<file path="src/rtl/rp_pio_err_pkg.sv">
// Shared constants and helpers for the RP PIO error log: the register address map,
// the pointer layout and the mapping from a field index to its register bit.
package rp_pio_err_pkg;

  localparam int unsigned ADDR_W        = 4;
  localparam int unsigned PTR_IDX_W     = 5;
  localparam int unsigned PTR_VALID_BIT = 31;

  localparam logic [ADDR_W-1:0] ADDR_STATUS = 4'd0;
  localparam logic [ADDR_W-1:0] ADDR_MASK   = 4'd1;
  localparam logic [ADDR_W-1:0] ADDR_SEV    = 4'd2;
  localparam logic [ADDR_W-1:0] ADDR_PTR    = 4'd3;
  localparam logic [ADDR_W-1:0] ADDR_HDR0   = 4'd4;

  // Field f = s*ncauses + c lives at register bit s*stride + c.
  function automatic int unsigned field_bit(input int unsigned idx,
                                            input int unsigned ncauses,
                                            input int unsigned stride);
    return (idx / ncauses) * stride + (idx % ncauses);
  endfunction

endpackage

</file>
<file path="src/rtl/rp_pio_prio_enc.sv">
// Lowest-index-wins priority encoder; picks the first-error field among
// simultaneous unmasked events.
module rp_pio_prio_enc #(
  parameter int unsigned W     = 9,
  parameter int unsigned IDX_W = 5
) (
  input  logic [W-1:0]     req_i,
  output logic             valid_o,
  output logic [IDX_W-1:0] idx_o
);

  // Scan from the top so the lowest set bit is the last one written.
  always_comb begin
    idx_o = '0;
    for (int i = W - 1; i >= 0; i--) begin
      if (req_i[i]) idx_o = IDX_W'(i);
    end
  end

  assign valid_o = |req_i;

endmodule

</file>
<file path="src/rtl/rp_pio_err_log.sv">
// RP PIO error log: per-space/per-cause RW1CS status with mask and severity,
// first-error pointer with TLP header log, and registered interrupt outputs.
module rp_pio_err_log
  import rp_pio_err_pkg::*;
#(
  parameter int unsigned NUM_SPACES   = 3,
  parameter int unsigned NUM_CAUSES   = 3,
  parameter int unsigned SPACE_STRIDE = 8,
  parameter int unsigned HDR_WORDS    = 4,
  parameter logic [31:0] MASK_RST     = 32'h0007_0707,
  localparam int unsigned NF          = NUM_SPACES * NUM_CAUSES
) (
  input  logic                    clk,
  input  logic                    rst_n,
  input  logic [NF-1:0]           evt_set,
  input  logic [32*HDR_WORDS-1:0] evt_hdr,
  input  logic                    wr_en,
  input  logic                    rd_en,
  input  logic [ADDR_W-1:0]       addr,
  input  logic [31:0]             wr_data,
  output logic [31:0]             rd_data,
  output logic                    irq_fatal,
  output logic                    irq_nonfatal,
  output logic                    err_pulse,
  output logic                    err_pulse_fatal
);

  if (NUM_CAUSES > SPACE_STRIDE) begin : g_chk_stride
    $fatal(1, "NUM_CAUSES must not exceed SPACE_STRIDE");
  end
  if (NUM_SPACES * SPACE_STRIDE > 32) begin : g_chk_width
    $fatal(1, "NUM_SPACES*SPACE_STRIDE must fit in 32 bits");
  end
  if (NF > 32) begin : g_chk_nf
    $fatal(1, "NF must not exceed 32");
  end
  if (ADDR_HDR0 + HDR_WORDS > 16) begin : g_chk_hdr
    $fatal(1, "header log does not fit the address space");
  end

  logic [NF-1:0]                   status_q, status_d, mask_q, mask_d, sev_q, sev_d;
  logic                            ptr_valid_q, ptr_valid_d;
  logic [PTR_IDX_W-1:0]            ptr_idx_q, ptr_idx_d;
  logic [HDR_WORDS-1:0][31:0]      hdr_q, hdr_d;
  logic [31:0]                     rd_data_q, rd_mux;
  logic                            irq_fatal_q, irq_nonfatal_q, err_pulse_q, err_pulse_fatal_q;

  logic [NF-1:0]        wr_f, mask_rst_f, clr_f, unmasked_evt, new_f;
  logic [31:0]          status_r, mask_r, sev_r;
  logic                 status_wr, mask_wr, sev_wr, ptr_clr_hit, capture;
  logic                 enc_valid;
  logic [PTR_IDX_W-1:0] enc_idx;
  logic                 unused_wr;

  assign unused_wr = ^wr_data;

  for (genvar f = 0; f < NF; f++) begin : g_fld
    localparam int unsigned B = field_bit(f, NUM_CAUSES, SPACE_STRIDE);
    assign wr_f[f]       = wr_data[B];
    assign mask_rst_f[f] = MASK_RST[B];
  end

  // Unmapped bit positions are RsvdZ and always read as zero.
  for (genvar b = 0; b < 32; b++) begin : g_bit
    if ((b / SPACE_STRIDE) < NUM_SPACES && (b % SPACE_STRIDE) < NUM_CAUSES) begin : g_map
      localparam int unsigned F = (b / SPACE_STRIDE) * NUM_CAUSES + (b % SPACE_STRIDE);
      assign status_r[b] = status_q[F];
      assign mask_r[b]   = mask_q[F];
      assign sev_r[b]    = sev_q[F];
    end else begin : g_rsvd
      assign status_r[b] = 1'b0;
      assign mask_r[b]   = 1'b0;
      assign sev_r[b]    = 1'b0;
    end
  end

  rp_pio_prio_enc #(.W(NF), .IDX_W(PTR_IDX_W)) u_prio_enc (
    .req_i   (unmasked_evt),
    .valid_o (enc_valid),
    .idx_o   (enc_idx)
  );

  always_comb begin
    status_wr    = wr_en && (addr == ADDR_STATUS);
    mask_wr      = wr_en && (addr == ADDR_MASK);
    sev_wr       = wr_en && (addr == ADDR_SEV);
    clr_f        = status_wr ? wr_f : '0;
    status_d     = (status_q & ~clr_f) | evt_set;
    mask_d       = mask_wr ? wr_f : mask_q;
    sev_d        = sev_wr ? wr_f : sev_q;
    unmasked_evt = evt_set & ~mask_q;
    new_f        = unmasked_evt & ~status_q;

    ptr_clr_hit = 1'b0;
    for (int unsigned f = 0; f < NF; f++) begin
      if (ptr_idx_q == PTR_IDX_W'(f)) ptr_clr_hit = clr_f[f];
    end

    // A clearing write on the pointed-to field reopens capture in the same cycle.
    capture     = enc_valid && (!ptr_valid_q || ptr_clr_hit);
    ptr_valid_d = ptr_valid_q;
    ptr_idx_d   = ptr_idx_q;
    hdr_d       = hdr_q;
    if (capture) begin
      ptr_valid_d = 1'b1;
      ptr_idx_d   = enc_idx;
      hdr_d       = evt_hdr;
    end else if (ptr_valid_q && ptr_clr_hit) begin
      ptr_valid_d = 1'b0;
    end

    rd_mux = '0;
    case (addr)
      ADDR_STATUS: rd_mux = status_r;
      ADDR_MASK:   rd_mux = mask_r;
      ADDR_SEV:    rd_mux = sev_r;
      ADDR_PTR: begin
        rd_mux[PTR_VALID_BIT]   = ptr_valid_q;
        rd_mux[PTR_IDX_W-1:0]   = ptr_idx_q;
      end
      default: begin
        for (int unsigned w = 0; w < HDR_WORDS; w++) begin
          if (addr == ADDR_W'(ADDR_HDR0 + w)) rd_mux = hdr_q[w];
        end
      end
    endcase
  end

  always_ff @(posedge clk) begin
    if (!rst_n) begin
      status_q          <= '0;
      mask_q            <= mask_rst_f;
      sev_q             <= '0;
      ptr_valid_q       <= 1'b0;
      ptr_idx_q         <= '0;
      hdr_q             <= '0;
      rd_data_q         <= '0;
      irq_fatal_q       <= 1'b0;
      irq_nonfatal_q    <= 1'b0;
      err_pulse_q       <= 1'b0;
      err_pulse_fatal_q <= 1'b0;
    end else begin
      status_q          <= status_d;
      mask_q            <= mask_d;
      sev_q             <= sev_d;
      ptr_valid_q       <= ptr_valid_d;
      ptr_idx_q         <= ptr_idx_d;
      hdr_q             <= hdr_d;
      if (rd_en) rd_data_q <= rd_mux;
      irq_fatal_q       <= |(status_d & ~mask_d & sev_d);
      irq_nonfatal_q    <= |(status_d & ~mask_d & ~sev_d);
      err_pulse_q       <= |new_f;
      err_pulse_fatal_q <= |(new_f & sev_q);
    end
  end

  assign rd_data         = rd_data_q;
  assign irq_fatal       = irq_fatal_q;
  assign irq_nonfatal    = irq_nonfatal_q;
  assign err_pulse       = err_pulse_q;
  assign err_pulse_fatal = err_pulse_fatal_q;

endmodule

</file>
<file path="config.mk">
export PLATFORM = sky130hd
export DESIGN_NAME = rp_pio_err_log
export DESIGN_NICKNAME = d
export VERILOG_FILES = /design/src/rtl/rp_pio_err_pkg.sv /design/src/rtl/rp_pio_prio_enc.sv /design/src/rtl/rp_pio_err_log.sv
export SDC_FILE = /design/constraint.sdc
export NUM_CORES = 1
export LEC_CHECK = 0
export ABC_CLOCK_PERIOD_IN_PS = 7280
export CORE_MARGIN = 5
export CORE_UTILIZATION = 54
export CTS_BUF_LIST = sky130_fd_sc_hd__clkbuf_8
export DETAILED_ROUTE_END_ITERATION = 16
export PLACE_DENSITY = 0.86
export SLEW_MARGIN = 20
export SYNTH_ARGS = -nofsm -noshare
export SYNTH_HDL_FRONTEND = slang
export SYNTH_HIERARCHICAL = 1
export SYNTH_SLANG_ARGS = --single-unit
</file>
<file path="constraint.sdc">
create_clock -name clk -period 7.28 [get_ports clk]
set_input_delay 1.456 -clock clk [delete_from_list [all_inputs] [get_ports clk]]
set_output_delay 1.456 -clock clk [all_outputs]
set_load 0.005 [all_outputs]
</file>
==> results of run 1 <==
[metrics by stage]
stage	hold slack, ns	power [mW]	instance area [µm²]
after detailed placement	0.450	1.54	10900
after global placement	0.444	1.53	10900
after CTS	0.464	2.25	11300
after global routing	0.480	2.33	11400
final	0.463	2.25	11400
after floorplan	0.438	1.39	9080
[flip-flops by register name, summed over array words and instances, names as in the netlist]
register,cells
sev_q,9
hdr_q,128
err_pulse_fatal,1
err_pulse,1
mask_q,9
irq_nonfatal,1
rd_data,32
irq_fatal,1
status_q,9
ptr_valid_q,1
ptr_idx_q,5
[cell usage in the layout (no fill, tap or decap), types with 5 or more instances in the layout]
cell type / instances
nand3_1: 15
buf_4: 7
mux2i_1: 146
o21ai_0: 42
a31oi_1: 26
nand2_1: 303
nor2_1: 36
a221oi_1: 11
clkdlybuf4s50_1: 187
a22o_1: 5
nor2b_1: 19
a22oi_1: 62
a311oi_1: 8
inv_1: 10
dfxtp_1: 197
mux2_2: 5
clkbuf_8: 20
a21oi_1: 21
[cells in the mapped netlist, types with 3 or more instances]
library cell,instances,share of area
nand2_1,303,0.13
dfxtp_1,197,0.43
mux2i_1,146,0.16
a22oi_1,63,0.052
clkbuf_1,59,0.024
o21ai_0,42,0.023
nor2_1,36,0.015
a31oi_1,26,0.018
a21oi_1,21,0.012
nor2b_1,19,0.013
nand3_1,15,0.0083
buf_2,13,0.0072
a221oi_1,11,0.011
buf_6,9,0.011
inv_1,9,0.0037
a311oi_1,8,0.0077
a22o_1,5,0.0048
mux2_2,5,0.0062
a211oi_1,4,0.0033
a32o_1,4,0.0044
a41oi_1,4,0.0039
and3_1,4,0.0028
buf_1,4,0.0017
nand2b_1,4,0.0028
nor3_1,4,0.0022
a21boi_0,3,0.0025
mux4_2,3,0.0074
nor3b_1,3,0.0025
o22ai_1,3,0.0021
[report_power, final]
group          total [mW]  switching, mW  internal (mW)
Sequential           1.18         0.0360           1.14
Combinational       0.343          0.165          0.178
Clock               0.727          0.399          0.328
[cell families (layout without fill, tap and decap cells)]
| logic type | Yosys count | count (layout) | share of synthesized area |
|---|---|---|---|
| and+or+nand+nor | 405 | 405 | 0.189 |
| other | 1 | 1 | 0.000413 |
| DFF | 197 | 197 | 0.434 |
| AOI/OAI and AO/OA | 204 | 204 | 0.153 |
| muxes | 154 | 154 | 0.175 |
| buffers and inverters | 95 | 238 | 0.0489 |
[tightest hold or removal path, delay by kind of cell (launching register included)]
family | cells | cell delay, ns
and+or+nand+nor | 1 | 0.05
DFF | 1 | 0.32
muxes | 1 | 0.05
[metal layers]
layer	track usage	part of all wire
met2	0.396	0.45
met5	0	0.0010
met3	0.0820	0.10
met4	0.0969	0.032
met1	0.328	0.41
[path summary, 6_finish.rpt]
path | cells past startpoint | endpoint
max | 8 | hdr_q[82]
min | 2 | hdr_q[84]
max reg2reg | 7 | hdr_q[82]
min reg2reg | 2 | hdr_q[84]
[layout make-up]
type / count / area share
clock buffer: 19 / 0.0230
clock inverter: 13 / 0.0128
inverter: 9 / 0.00297
multi-input combinational: 764 / 0.417
sequential: 197 / 0.347
tap: 220 / 0.0242
timing repair buffer: 197 / 0.173
==> flow_metrics.env, run 1 <==
export IMPL_status="finished clean"
export IMPL_slew_headroom=0.319
export IMPL_area_growth_pct=25.1
export IMPL_synth_seq_cells=197
export IMPL_rsz0062_at_grt="no"
export IMPL_gp_congestion=0.938
export IMPL_postSynthAreaPerCell_um2=8.60
export IMPL_core_rowCount=47
export IMPL_drc_errors=0
export IMPL_cts_tree="done"
export IMPL_cp_data_arrival_time_ns=4.87
export IMPL_root_buffer="clkbuf_8"
export IMPL_synth_area_um2=9080
export IMPL_synthCells=1056
export IMPL_hpwl_um=17500
export IMPL_fin_skew_ns=0.0161
export IMPL_grt_pass1_wl_um=40100
export IMPL_cp_required_ns=7.67
export IMPL_final_cells=1419
export IMPL_maxCapViolations=0
export IMPL_setup_tns_final_ns=0
export IMPL_p_leak_nw=4.82
export IMPL_path_clk_slew_ns=0.10
export IMPL_period_needed_ns=4.49
export IMPL_synthFlopType="dfxtp_1"
export IMPL_drt_initial_drc_count=741
export IMPL_vias=8229
export IMPL_fp_dieW_um=140
export IMPL_preCtsSetupSlack_ns=2.35
export IMPL_ys_warn_count=6
export IMPL_cts_buffer_depth=2
export IMPL_grt_util_all_layers=0.254
export IMPL_hp_start="hdr_q[84]"
export IMPL_setup_reg_to_reg_worst_slack_ns=4.47
export IMPL_setup_worst_path_start="addr[0]"
export IMPL_final_max_slew_viol_count=0
export IMPL_start_util=0.550
export IMPL_crit_slowest_cell="clkdlybuf4s50_1"
export IMPL_grt_max_degree=147
export IMPL_max_freq_ghz=0.223
export IMPL_crit_type="in -> reg"
export IMPL_wl_per_cell_um=18.1
export IMPL_path_cells="clkdlybuf4s50_1 > nor2_1 > a311oi_1 > o21ai_1 > and4_1 > a22oi_2 > buf_12 > mux2i_1"
export IMPL_cts_sinks=197
export IMPL_regArea_um2=3940
export IMPL_synth_edff_count=0
export IMPL_wl_um=25800
export IMPL_p_per_area_nw_per_um2=198
export IMPL_ir_drop_mv=0.147
export IMPL_io_buffers=189
export IMPL_vias_per_cell=5.80
export IMPL_cts_resized=0
export IMPL_grt_pass1_vias=7810
export IMPL_grt_overflow=0
export IMPL_finalSetupViolCount=0
export IMPL_hold_path_class="reg -> reg"
export IMPL_htree_levels=4
export IMPL_multi_input_area_um2=4740
export IMPL_max_stage_delay_ns=1.08
export IMPL_yosysSeqAreaShare=0.434
export IMPL_worst_skew_pair_late_latency_ns=0.48
export IMPL_drive_gt1_frac=0.0509
export IMPL_die_area_um2=19500
export IMPL_die_h_um=140
export IMPL_post_route_period_util=0.616
export IMPL_io_pins=213
export IMPL_r2r_start="ptr_idx_q[1]"
export IMPL_diodes=0
export IMPL_syn_nets=1233
export IMPL_num_fill_cells=1323
export IMPL_crit_family="buffers and inverters"
export IMPL_worstSetupStartpointType="primary input"
export IMPL_async_flop_share=0
export IMPL_antenna_found_initial=2
export IMPL_worst_path_buf_inv=2
export IMPL_cp_end_kind="flip-flop"
export IMPL_cts_hold_buffers_added=0
export IMPL_first_pass_iters=6
export IMPL_synth_cell_types=54
export IMPL_cts_buffers=17
export IMPL_fin_ws_ns=2.79
export IMPL_postRouteAntennaNets=0
export IMPL_core_area_um2=16500
export IMPL_final_nets=1363
export IMPL_critPathMaxFanout=133
export IMPL_final_core_util=0.688
export IMPL_cts_setup_buffers=0
export IMPL_hold_violations=0
export IMPL_worst_slew_pin_slew_ns=1.02
export IMPL_dpl_cell_count=1387
No activity file was read; power rests on OpenSTA's default activity.
==> run 2: changes to the inputs <==
Settings changed: ABC_CLOCK_PERIOD_IN_PS 7280 to 4200, CORE_UTILIZATION 54 to 52, PLACE_DENSITY 0.86 to 0.83.
Clock period 7.28 ns to 4.2 ns, I/O delays scaled along.
==> run 2 against run 1 <==
Net effect:
- via count decreased by 0.40%
- count of clock-buffer cells in the layout shrank 2
- clock skew grew 0.0061 ns
- sequential power rose by 73%
- clock power is 80% higher
- global-route usage down 0.15 points
- utilization shrank 2.1 points
- final cell count is 1.1% higher
- combinational power increased by 75%
- critical endpoint is now hdr_q[115]
- register-to-register slack got worse by 3.1 ns
==> flow_metrics.env, run 2 (synthesis results as in run 1) <==
export IMPL_p_per_area_nw_per_um2=344
export IMPL_grt_max_degree=135
export IMPL_cts_hold_buffers_added=0
export IMPL_cts_buffers=17
export IMPL_wl_met1_um=11100
export IMPL_total_power_mw=3.95
export IMPL_start_util=0.527
export IMPL_drt_initial_drc_count=696
export IMPL_final_max_slew_viol_count=0
export IMPL_final_common_cell="nand2_1"
export IMPL_seqPwrFrac=0.517
export IMPL_cts_resized=0
export IMPL_clkPwrFrac=0.332
export IMPL_p_int_mw=2.81
export IMPL_p_leak_nw=4.88
export IMPL_root_buffer="clkbuf_8"
export IMPL_slew_headroom=0.353
export IMPL_hold_path_class="reg -> reg"
export IMPL_cts_tree="done"
export IMPL_wl_um=26000
export IMPL_io_pins=213
export IMPL_rsz0062_at_grt="no"
export IMPL_gp_congestion=0.935
export IMPL_ir_drop_mv=0.227
export IMPL_path_cells="clkdlybuf4s50_1 > or3b_1 > nor3_4 > a22o_1 > a22oi_2 > buf_12 > mux2i_1"
export IMPL_cp_data_arrival_time_ns=3.76
export IMPL_met3WireLength_um=2160
export IMPL_cp_end_kind="flip-flop"
export IMPL_setup_reg_to_reg_worst_slack_ns=1.38
export IMPL_power_switching_mw=1.14
export IMPL_io_buffers=189
export IMPL_setup_tns_final_ns=0
export IMPL_crit_type="in -> reg"
export IMPL_antenna_found_initial=3
export IMPL_switching_share=0.289
export IMPL_die_area_um2=20200
export IMPL_max_freq_ghz=0.299
export IMPL_final_nets=1372
export IMPL_final_cell_mix="nand2_1 (303), dfxtp_1 (197), clkdlybuf4s50_1 (187)"
export IMPL_grt_overflow=0
export IMPL_max_stage_delay_ns=0.65
export IMPL_dr_max_layer_used="met5"
export IMPL_fp_dieW_um=142
export IMPL_first_pass_iters=5
export IMPL_post_route_period_util=0.797
export IMPL_crit_family="buffers and inverters"
export IMPL_vias=8196
export IMPL_critPathMaxFanout=68
export IMPL_die_h_um=142
export IMPL_drive_gt1_frac=0.0588
export IMPL_core_area_um2=17200
export IMPL_worstSetupStartpointType="primary input"
export IMPL_fin_skew_ns=0.0222
export IMPL_area_growth_pct=26.4
export IMPL_hold_violations=0
export IMPL_worst_slew_pin_slew_ns=0.969
export IMPL_cts_setup_buffers=0
export IMPL_path_clk_slew_ns=0.12
export IMPL_maxCapViolations=0
export IMPL_status="finished clean"
export IMPL_grt_pass1_vias=7867
export IMPL_cts_buffer_depth=2
export IMPL_period_needed_ns=3.35
export IMPL_regMostFlops="hdr_q"
export IMPL_crit_slowest_cell="clkdlybuf4s50_1"
export IMPL_grt_util_all_layers=0.252
export IMPL_wl_met2_um=12200
export IMPL_largest_reg_flops=128
export IMPL_grt_pass1_wl_um=40600
export IMPL_finalSetupViolCount=0
export IMPL_worst_skew_pair_late_latency_ns=0.48
export IMPL_htree_levels=4
export IMPL_hpwl_um=18200
export IMPL_cp_required_ns=4.61
export IMPL_drc_errors=0
export IMPL_cts_sinks=197
export IMPL_wl_per_cell_um=18.1
export IMPL_postRouteAntennaNets=0
export IMPL_worst_path_buf_inv=2
export IMPL_combPwrFrac=0.152
export IMPL_vias_per_cell=5.72
export IMPL_core_rowCount=48
[run 2: cell count changes in the layout (fill, tap and decap cells not counted), moves of 2 or more]
cell / change
buf_12: +2
clkinvlp_4: -2
buf_4: +7
clkinv_8: +6
inv_8: +2
clkbuf_8: -2
clkinv_4: -2
[run 2: worst min-delay path, stage by stage, from the launching register on]
cell,delay (ns)
dfxtp_1,0.33
nand2_1,0.05
mux2i_1,0.05
[run 2: metrics by stage]
stage          std cells  instance area [µm²]  hold slack [ns]  worst slack [ns]   util
6_report            1434                11500            0.464             0.853  0.666
5_1_grt             1433                11500            0.489             0.672  0.666
4_1_cts             1433                11500            0.467             0.891  0.666
3_5_place_dp        1401                11000            0.451             0.397  0.641
3_3_place_gp        1401                11000            0.444             0.444  0.641
2_1_floorplan       1056                 9080            0.438              1.49      -
[run 2: per-layer routing]
layer	up-vias	global-route usage
met3	46	0.0733
met5	-	0
li1	3980	-
met4	6	0.0722
met2	304	0.412
met1	3860	0.325
[run 2: final timing paths]
kind	cells after the start	start	end
worst max-delay path	7	addr[2]	hdr_q[115]
worst min-delay path	2	hdr_q[79]	hdr_q[79]
worst max register to register	7	ptr_idx_q[1]	hdr_q[115]
worst min register to register	2	hdr_q[79]	hdr_q[79]
[run 2: power groups by stage]
stage | Sequential (mW) | Clock (mW) | Combinational, mW
final | 2.04 | 1.31 | 0.599
after global routing | 2.05 | 1.41 | 0.646
after CTS | 2.04 | 1.32 | 0.598
after detailed placement | 2.08 | 0 | 0.595
after global placement | 2.08 | 0 | 0.586
after floorplan | 2.07 | 0 | 0.344
[run 2: area by class of cell]
class | instances | area (µm²)
clock buffers | 17 | 234
clock inverters | 15 | 206
well taps | 225 | 282
inverters | 9 | 33.8
fillers | 1362 | 5750
diodes | 1 | 2.50
flip-flops and latches | 197 | 3940
repair buffers | 206 | 2060
multi-input cells | 764 | 4730
